File: src/rtl/rename_map_table_if.sv
// Rename map table port bundle: rename request/response, free-list handshake,
// checkpoint control and performance counters.
interface rename_map_table_if #(
  parameter int ARCH_REGS  = 32,
  parameter int PHYS_W     = 8,
  parameter int CKPT_DEPTH = 8
);
  localparam int AW = $clog2(ARCH_REGS);
  localparam int CW = $clog2(CKPT_DEPTH);

  logic              rn_valid;
  logic              rn_ready;
  logic [AW-1:0]     rs1_addr;
  logic [AW-1:0]     rs2_addr;
  logic              use_rs1;
  logic              use_rs2;
  logic [AW-1:0]     rd_addr;
  logic              rd_we;

  logic [PHYS_W-1:0] free_phys;
  logic              free_valid;
  logic              free_pop;

  logic              ckpt_save;
  logic              restore_valid;
  logic [CW-1:0]     restore_id;
  logic              ckpt_release;
  logic              ckpt_full;

  logic              out_valid;
  logic [PHYS_W-1:0] ps1;
  logic [PHYS_W-1:0] ps2;
  logic [PHYS_W-1:0] pd;
  logic [PHYS_W-1:0] old_pd;
  logic [AW-1:0]     rd_arch;
  logic [CW-1:0]     ckpt_id;
  logic [31:0]       perf_rename_cnt;
  logic [31:0]       perf_stall_cnt;

  modport master (
    output rn_valid, rs1_addr, rs2_addr, use_rs1, use_rs2, rd_addr, rd_we,
           free_phys, free_valid, ckpt_save, restore_valid, restore_id, ckpt_release,
    input  rn_ready, free_pop, ckpt_full, out_valid, ps1, ps2, pd, old_pd,
           rd_arch, ckpt_id, perf_rename_cnt, perf_stall_cnt
  );

  modport slave (
    input  rn_valid, rs1_addr, rs2_addr, use_rs1, use_rs2, rd_addr, rd_we,
           free_phys, free_valid, ckpt_save, restore_valid, restore_id, ckpt_release,
    output rn_ready, free_pop, ckpt_full, out_valid, ps1, ps2, pd, old_pd,
           rd_arch, ckpt_id, perf_rename_cnt, perf_stall_cnt
  );
endinterface

File: src/rtl/rename_map_table.sv
// Register alias table with a circular buffer of branch checkpoints.
// Optional performance counters are built when RMT_PERF_CNT_EN is defined.
module rename_map_table #(
  parameter int ARCH_REGS  = 32,
  parameter int PHYS_W     = 8,
  parameter int CKPT_DEPTH = 8
) (
  input logic               clk,
  input logic               reset,
  rename_map_table_if.slave bus
);
  localparam int AW = $clog2(ARCH_REGS);
  localparam int CW = $clog2(CKPT_DEPTH);

  localparam logic [PHYS_W-1:0] NONE       = '1;
  localparam logic [0:0]        ST_RUN     = 1'b0;
  localparam logic [0:0]        ST_RECOVER = 1'b1;

  typedef logic [PHYS_W-1:0] tag_t;

  tag_t          map_q  [ARCH_REGS];
  tag_t          map_d  [ARCH_REGS];
  tag_t          slot_q [CKPT_DEPTH][ARCH_REGS];
  tag_t          slot_d [CKPT_DEPTH][ARCH_REGS];
  logic [CW-1:0] head_q, head_d;
  logic [CW-1:0] tail_q, tail_d;
  logic [CW:0]   count_q, count_d;
  logic [0:0]    state_q, state_d;

  logic          out_valid_q, out_valid_d;
  tag_t          ps1_q, ps1_d;
  tag_t          ps2_q, ps2_d;
  tag_t          pd_q, pd_d;
  tag_t          old_pd_q, old_pd_d;
  logic [AW-1:0] rd_arch_q, rd_arch_d;
  logic [CW-1:0] ckpt_id_q, ckpt_id_d;

  logic          need_phys;
  logic          ckpt_full;
  logic          rn_ready;
  logic          accept;
  logic          save_ok;
  logic          release_ok;
  logic [CW-1:0] restore_off;
  logic          restore_hit;

  // A restore only counts when its slot lies in the live window head..tail-1.
  always_comb begin
    need_phys   = bus.rd_we && (bus.rd_addr != '0);
    ckpt_full   = (count_q == (CW+1)'(CKPT_DEPTH));
    restore_off = bus.restore_id - head_q;
    restore_hit = bus.restore_valid && ({1'b0, restore_off} < count_q);
    rn_ready    = (state_q == ST_RUN) && !bus.restore_valid &&
                  (!need_phys || bus.free_valid) && (!bus.ckpt_save || !ckpt_full);
    accept      = bus.rn_valid && rn_ready;
    save_ok     = accept && bus.ckpt_save;
    release_ok  = bus.ckpt_release && (count_q != '0) && !restore_hit;
  end

  always_comb begin
    map_d   = map_q;
    slot_d  = slot_q;
    head_d  = head_q;
    tail_d  = tail_q;
    count_d = count_q;
    state_d = ST_RUN;
    if (restore_hit) begin
      map_d   = slot_q[bus.restore_id];
      tail_d  = bus.restore_id + CW'(1);
      count_d = {1'b0, restore_off} + (CW+1)'(1);
      state_d = ST_RECOVER;
    end else begin
      if (accept && need_phys) begin
        map_d[bus.rd_addr] = bus.free_phys;
      end
      // The checkpoint captures the map including this instruction's own rename.
      if (save_ok) begin
        slot_d[tail_q] = map_d;
        tail_d         = tail_q + CW'(1);
      end
      if (release_ok) begin
        head_d = head_q + CW'(1);
      end
      count_d = count_q + (CW+1)'(save_ok) - (CW+1)'(release_ok);
    end
  end

  // Sources read the map as it stood before this cycle's destination update.
  always_comb begin
    out_valid_d = accept;
    ps1_d       = ps1_q;
    ps2_d       = ps2_q;
    pd_d        = pd_q;
    old_pd_d    = old_pd_q;
    rd_arch_d   = rd_arch_q;
    ckpt_id_d   = ckpt_id_q;
    if (accept) begin
      ps1_d     = bus.use_rs1 ? map_q[bus.rs1_addr] : NONE;
      ps2_d     = bus.use_rs2 ? map_q[bus.rs2_addr] : NONE;
      pd_d      = need_phys ? bus.free_phys : NONE;
      old_pd_d  = need_phys ? map_q[bus.rd_addr] : NONE;
      rd_arch_d = bus.rd_addr;
      ckpt_id_d = tail_q;
    end
  end

  always_ff @(posedge clk or posedge reset) begin
    if (reset) begin
      for (int i = 0; i < ARCH_REGS; i++) begin
        map_q[i] <= PHYS_W'(i);
      end
      head_q      <= '0;
      tail_q      <= '0;
      count_q     <= '0;
      state_q     <= ST_RUN;
      out_valid_q <= 1'b0;
      ps1_q       <= '0;
      ps2_q       <= '0;
      pd_q        <= '0;
      old_pd_q    <= '0;
      rd_arch_q   <= '0;
      ckpt_id_q   <= '0;
    end else begin
      map_q       <= map_d;
      head_q      <= head_d;
      tail_q      <= tail_d;
      count_q     <= count_d;
      state_q     <= state_d;
      out_valid_q <= out_valid_d;
      ps1_q       <= ps1_d;
      ps2_q       <= ps2_d;
      pd_q        <= pd_d;
      old_pd_q    <= old_pd_d;
      rd_arch_q   <= rd_arch_d;
      ckpt_id_q   <= ckpt_id_d;
    end
  end

  // Checkpoint storage is only meaningful once written, so it carries no reset.
  always_ff @(posedge clk) begin
    slot_q <= slot_d;
  end

`ifdef RMT_PERF_CNT_EN
  logic [31:0] perf_rename_q, perf_rename_d;
  logic [31:0] perf_stall_q, perf_stall_d;

  always_comb begin
    perf_rename_d = perf_rename_q + 32'(accept);
    perf_stall_d  = perf_stall_q + 32'(bus.rn_valid && !rn_ready);
  end

  always_ff @(posedge clk or posedge reset) begin
    if (reset) begin
      perf_rename_q <= '0;
      perf_stall_q  <= '0;
    end else begin
      perf_rename_q <= perf_rename_d;
      perf_stall_q  <= perf_stall_d;
    end
  end

  assign bus.perf_rename_cnt = perf_rename_q;
  assign bus.perf_stall_cnt  = perf_stall_q;
`else
  assign bus.perf_rename_cnt = '0;
  assign bus.perf_stall_cnt  = '0;
`endif

  assign bus.rn_ready  = rn_ready;
  assign bus.free_pop  = accept && need_phys;
  assign bus.ckpt_full = ckpt_full;
  assign bus.out_valid = out_valid_q;
  assign bus.ps1       = ps1_q;
  assign bus.ps2       = ps2_q;
  assign bus.pd        = pd_q;
  assign bus.old_pd    = old_pd_q;
  assign bus.rd_arch   = rd_arch_q;
  assign bus.ckpt_id   = ckpt_id_q;
endmodule

File: src/flat_wrapper.sv
// flat-port wrapper written by rule: the top's interface ports become plain ports
module rename_map_table_flat 
#(
  parameter int ARCH_REGS  = 32,
  parameter int PHYS_W     = 8,
  parameter int CKPT_DEPTH = 8
)
  (clk, reset, bus_rn_valid, bus_rs1_addr, bus_rs2_addr, bus_use_rs1, bus_use_rs2, bus_rd_addr, bus_rd_we, bus_free_phys, bus_free_valid, bus_ckpt_save, bus_restore_valid, bus_restore_id, bus_ckpt_release, bus_rn_ready, bus_free_pop, bus_ckpt_full, bus_out_valid, bus_ps1, bus_ps2, bus_pd, bus_old_pd, bus_rd_arch, bus_ckpt_id, bus_perf_rename_cnt, bus_perf_stall_cnt);
  rename_map_table_if #(.ARCH_REGS(ARCH_REGS), .PHYS_W(PHYS_W), .CKPT_DEPTH(CKPT_DEPTH)) bus_i ();
  input logic clk;
  input logic reset;
  input wire logic [$bits(bus_i.rn_valid)-1:0] bus_rn_valid;
  input wire logic [$bits(bus_i.rs1_addr)-1:0] bus_rs1_addr;
  input wire logic [$bits(bus_i.rs2_addr)-1:0] bus_rs2_addr;
  input wire logic [$bits(bus_i.use_rs1)-1:0] bus_use_rs1;
  input wire logic [$bits(bus_i.use_rs2)-1:0] bus_use_rs2;
  input wire logic [$bits(bus_i.rd_addr)-1:0] bus_rd_addr;
  input wire logic [$bits(bus_i.rd_we)-1:0] bus_rd_we;
  input wire logic [$bits(bus_i.free_phys)-1:0] bus_free_phys;
  input wire logic [$bits(bus_i.free_valid)-1:0] bus_free_valid;
  input wire logic [$bits(bus_i.ckpt_save)-1:0] bus_ckpt_save;
  input wire logic [$bits(bus_i.restore_valid)-1:0] bus_restore_valid;
  input wire logic [$bits(bus_i.restore_id)-1:0] bus_restore_id;
  input wire logic [$bits(bus_i.ckpt_release)-1:0] bus_ckpt_release;
  output wire logic [$bits(bus_i.rn_ready)-1:0] bus_rn_ready;
  output wire logic [$bits(bus_i.free_pop)-1:0] bus_free_pop;
  output wire logic [$bits(bus_i.ckpt_full)-1:0] bus_ckpt_full;
  output wire logic [$bits(bus_i.out_valid)-1:0] bus_out_valid;
  output wire logic [$bits(bus_i.ps1)-1:0] bus_ps1;
  output wire logic [$bits(bus_i.ps2)-1:0] bus_ps2;
  output wire logic [$bits(bus_i.pd)-1:0] bus_pd;
  output wire logic [$bits(bus_i.old_pd)-1:0] bus_old_pd;
  output wire logic [$bits(bus_i.rd_arch)-1:0] bus_rd_arch;
  output wire logic [$bits(bus_i.ckpt_id)-1:0] bus_ckpt_id;
  output wire logic [$bits(bus_i.perf_rename_cnt)-1:0] bus_perf_rename_cnt;
  output wire logic [$bits(bus_i.perf_stall_cnt)-1:0] bus_perf_stall_cnt;
  assign bus_i.rn_valid = bus_rn_valid;
  assign bus_i.rs1_addr = bus_rs1_addr;
  assign bus_i.rs2_addr = bus_rs2_addr;
  assign bus_i.use_rs1 = bus_use_rs1;
  assign bus_i.use_rs2 = bus_use_rs2;
  assign bus_i.rd_addr = bus_rd_addr;
  assign bus_i.rd_we = bus_rd_we;
  assign bus_i.free_phys = bus_free_phys;
  assign bus_i.free_valid = bus_free_valid;
  assign bus_i.ckpt_save = bus_ckpt_save;
  assign bus_i.restore_valid = bus_restore_valid;
  assign bus_i.restore_id = bus_restore_id;
  assign bus_i.ckpt_release = bus_ckpt_release;
  assign bus_rn_ready = bus_i.rn_ready;
  assign bus_free_pop = bus_i.free_pop;
  assign bus_ckpt_full = bus_i.ckpt_full;
  assign bus_out_valid = bus_i.out_valid;
  assign bus_ps1 = bus_i.ps1;
  assign bus_ps2 = bus_i.ps2;
  assign bus_pd = bus_i.pd;
  assign bus_old_pd = bus_i.old_pd;
  assign bus_rd_arch = bus_i.rd_arch;
  assign bus_ckpt_id = bus_i.ckpt_id;
  assign bus_perf_rename_cnt = bus_i.perf_rename_cnt;
  assign bus_perf_stall_cnt = bus_i.perf_stall_cnt;
  rename_map_table #(.ARCH_REGS(ARCH_REGS), .PHYS_W(PHYS_W), .CKPT_DEPTH(CKPT_DEPTH)) u_core (.clk(clk), .reset(reset), .bus(bus_i));
endmodule
File: config.mk
export PLATFORM = sky130hd
export DESIGN_NAME = rename_map_table_flat
export DESIGN_NICKNAME = d
export VERILOG_FILES = /design/src/rtl/rename_map_table_if.sv /design/src/rtl/rename_map_table.sv /design/src/flat_wrapper.sv
export SDC_FILE = /design/constraint.sdc
export NUM_CORES = 2
export LEC_CHECK = 0
export CORE_MARGIN = 3
export CORE_UTILIZATION = 30
export CTS_CLUSTER_DIAMETER = 100
export CTS_CLUSTER_SIZE = 16
export DETAILED_ROUTE_END_ITERATION = 10
export GPL_TIMING_DRIVEN = 0
export PLACE_DENSITY_LB_ADDON = 0.08
export SLEW_MARGIN = 20
export SYNTH_ARGS = -nofsm -noshare
export SYNTH_HDL_FRONTEND = slang
export SYNTH_SLANG_ARGS = --single-unit
File: constraint.sdc
create_clock -name clk -period 24.9 [get_ports clk]
set_input_delay 6.225 -clock clk [delete_from_list [all_inputs] [get_ports clk]]
set_output_delay 6.225 -clock clk [all_outputs]
set_load 0.02 [all_outputs]
==> impl_metrics.json <==
{
  "insertion_delay_ps": 900,
  "yosys.cell_types.count": 66,
  "timing.final.ws_setup_ps": 8480,
  "wl_um": 343000,
  "post-cts-setup-buffers": 0,
  "finalCritPeriodShare_pct": 65.9,
  "max-cap-violations": 0,
  "syn_area_mm2": 0.0982,
  "pwr-share-clk_pct": 24.8,
  "grt_pass1_wl_um": 472000,
  "final_area_mm2": 0.114,
  "slew_viol_final": 0,
  "clock_sinks": 2356,
  "die_w_um": 578,
  "worstPathRequired_ps": 18670,
  "max-slew-margin-rel_pct": 21.8,
  "placed_area_mm2": 0.109,
  "hpwl_um": 251000,
  "start_util_pct": 30.2,
  "max_freq_mhz": 60.9,
  "synth_seq_cells": 2356,
  "critPathSlowestCell": "clkdlybuf4s50_1",
  "arrival_ps": 10190,
  "worst-path-buf-inv": 4,
  "drt_iter0_drc": 4970,
  "worstPathCellList": "clkdlybuf4s50_1 > or2_1 > nor3_2 > nand2_1 > inv_1 > clkbuf_1 > clkdlybuf4s50_1",
  "wl_per_cell_um": 34.8,
  "synthCells": 4671,
  "regArea_mm2": 0.0693,
  "grt.total_usage_pct": 20.4,
  "critPathKind": "input port to primary output",
  "wirelength_met1_um": 153000,
  "clock_skew_ps": 59.3,
  "ys.flop_type": "edfxtp_1",
  "cpPeakStageDelay_ps": 890,
  "crit_fanout": 10,
  "path_common_cell": "clkdlybuf4s50_1",
  "seq_area_frac_synth_pct": 70.5,
  "yosys.area.top_type": "edfxtp_1",
  "stdcell_count": 9858,
  "crit_family": "buffers and inverters",
  "comb_power_share_pct": 22.2,
  "htree_levels": 4,
  "highest_layer": "met4",
  "fp.coreArea_mm2": 0.325,
  "multi_input_area_mm2": 0.0274,
  "utilization_pct": 35.1,
  "finalNetCount": 5416,
  "grt_pass1_vias": 52415,
  "overflow": 0,
  "setup_viol": 0,
  "clkTransAtPathRegs_ps": 80,
  "fill_cells": 30352,
  "finalSetupTns_ps": 0,
  "hold_viol_final": 0,
  "ys_top_cells_by_area": "edfxtp_1 (63%), mux4_2 (16%), mux2_2 (7.1%), dfrtp_1 (5.8%), dfstp_2 (2.1%)",
  "outcome": "finished clean",
  "dr.pass1.iters": 6,
  "dr_wl_met3_um": 15900,
  "seqPwrFrac_pct": 53.0,
  "drc": 0,
  "cellLeakagePower_uw": 0.0372,
  "synth_edf_count": 2048,
  "area_growth_pct": 16.2,
  "fin_crit_ps": 16420,
  "root_buffer": "clkbuf_16",
  "mostFrequentLayoutCell": "edfxtp_1",
  "netlist.area_leader.share_pct": 62.6,
  "rsz0062_at_grt": "no",
  "cts_buffers": 173,
  "syn_area_per_cell_um2": 21.0,
  "cts_tree": "done",
  "async_flop_share_pct": 13.1,
  "wl_met2_um": 161000,
  "cts.path.max_buffers": 4,
  "ant_nets": 0,
  "dieArea_mm2": 0.334,
  "port_buffers": 67,
  "p_per_area_mw_per_mm2": 98.7,
  "hold_path_class": "register to register",
  "drive_gt1_share_pct": 40.6,
  "cp-start-kind": "input port",
  "grt_start_max_net_pins": 76,
  "io_pins": 144,
  "vias": 51015,
  "pre_cts_ws_ps": 8520,
  "final_cell_mix": "edfxtp_1 (2,048), mux4_2 (691), mux2_2 (621)",
  "place.gp.congestion": 0.952,
  "yosysWarnings": 0,
  "intPower_uw": 7590,
  "power_switching_uw": 3670,
  "rows": 209,
  "tightest_slew_ps": 1170,
  "p_sw_share_pct": 32.6,
  "irDropWorstVdd_v": 0.0000531,
  "antenna_found_initial": 63,
  "dp_cells": 9516,
  "hold_buffers": 0,
  "cts_resized": 0,
  "die_height_um": 578,
  "via_per_inst": 5.17,
  "cp-end-kind": "primary output"
}
## Yosys cell counts (all sizes together), types with 2 or more instances
| cell | instances |
|---|---|
| edfxtp | 2048 |
| mux4 | 691 |
| mux2 | 636 |
| dfrtp | 228 |
| buf | 209 |
| clkbuf | 151 |
| nand2 | 108 |
| mux2i | 103 |
| dfstp | 80 |
| a22oi | 59 |
| o21a | 56 |
| nor2 | 48 |
| o21ai | 27 |
| inv | 24 |
| nand4 | 19 |
| a221oi | 17 |
| o22a | 14 |
| nor3 | 13 |
| ha | 12 |
| a211oi | 9 |
| a21boi | 9 |
| a21oi | 9 |
| and2 | 9 |
| and3 | 9 |
| nor2b | 9 |
| o32a | 8 |
| nand3 | 7 |
| o211a | 7 |
| o211ai | 7 |
| nor4 | 5 |
| or2 | 5 |
| xor2 | 5 |
| or4 | 4 |
| xnor2 | 4 |
| a311oi | 3 |
| a22o | 2 |
| fa | 2 |
| nand2b | 2 |
| nand4b | 2 |
## per-stage QoR
step	hold slack [ps]	total power (uW)
floorplan	463	7110
global placement	497	8590
detailed placement	486	8580
CTS	510	11400
global route	550	11700
finish	503	11300
## cell families (layout without fill, tap and decap cells)
kind of cell	Yosys count	after routing	share of synthesized area (%)
buffers and inverters	385	1160	1.86
multiplexers	1430	1430	24.2
adder cells (fa/ha/maj)	14	14	0.194
AND/OR/NAND/NOR	244	244	1.33
flip-flops	2356	2356	70.5
other	1	88	0.00382
AO/OA/AOI/OAI	232	232	1.78
XOR/XNOR	9	9	0.0802
## power groups by stage
stage / Sequential, uW / Combinational (uW) / Clock, uW
3_3_place_gp: 6160 / 2430 / 0
6_report: 5970 / 2500 / 2790
3_5_place_dp: 6050 / 2530 / 0
2_1_floorplan: 5510 / 1600 / 0
5_1_grt: 5980 / 2700 / 3040
4_1_cts: 5970 / 2540 / 2890
## metal layers
metal / global-route usage, % / vias to the layer above
met5: 0 / -
met4: 6.74 / 0
met3: 2.66 / 424
met2: 32.6 / 1529
met1: 28.9 / 28337
li1: - / 20725
## registers in the layout (all words and copies together) (netlist names), 4 cells and up
register and cells:
u_core.bus.rd_arch 5, u_core.bus.ps2 8, u_core.slot_q 2048, u_core.count_q 4
u_core.map_q 256, u_core.bus.pd 8, u_core.bus.old_pd 8, u_core.bus.ps1 8
## final cells by class
class / count / area share (%)
antenna: 24 / 0.0526
buffer: 360 / 1.57
clock buffer: 300 / 4.27
clock inverter: 18 / 0.229
inverter: 25 / 0.0888
multi-input combinational: 1993 / 24.0
sequential: 2356 / 60.7
tap: 4325 / 4.74
timing repair buffer: 457 / 4.35
## worst paths after layout
kind,from,to,slack [ps],cells after the start
max in group asynchronous,reset,u_core.map_q[9],17930,4
setup / recovery,bus_restore_valid,bus_free_pop,8480,7
hold / removal,u_core.head_q[2],u_core.head_q[2],500,1
setup reg to reg,u_core.count_q[2],u_core.slot_q[675],18700,19
hold reg to reg,u_core.head_q[2],u_core.head_q[2],500,1
min in group asynchronous,reset,u_core.map_q[177],5760,2
No activity file was read; power rests on OpenSTA's default activity.
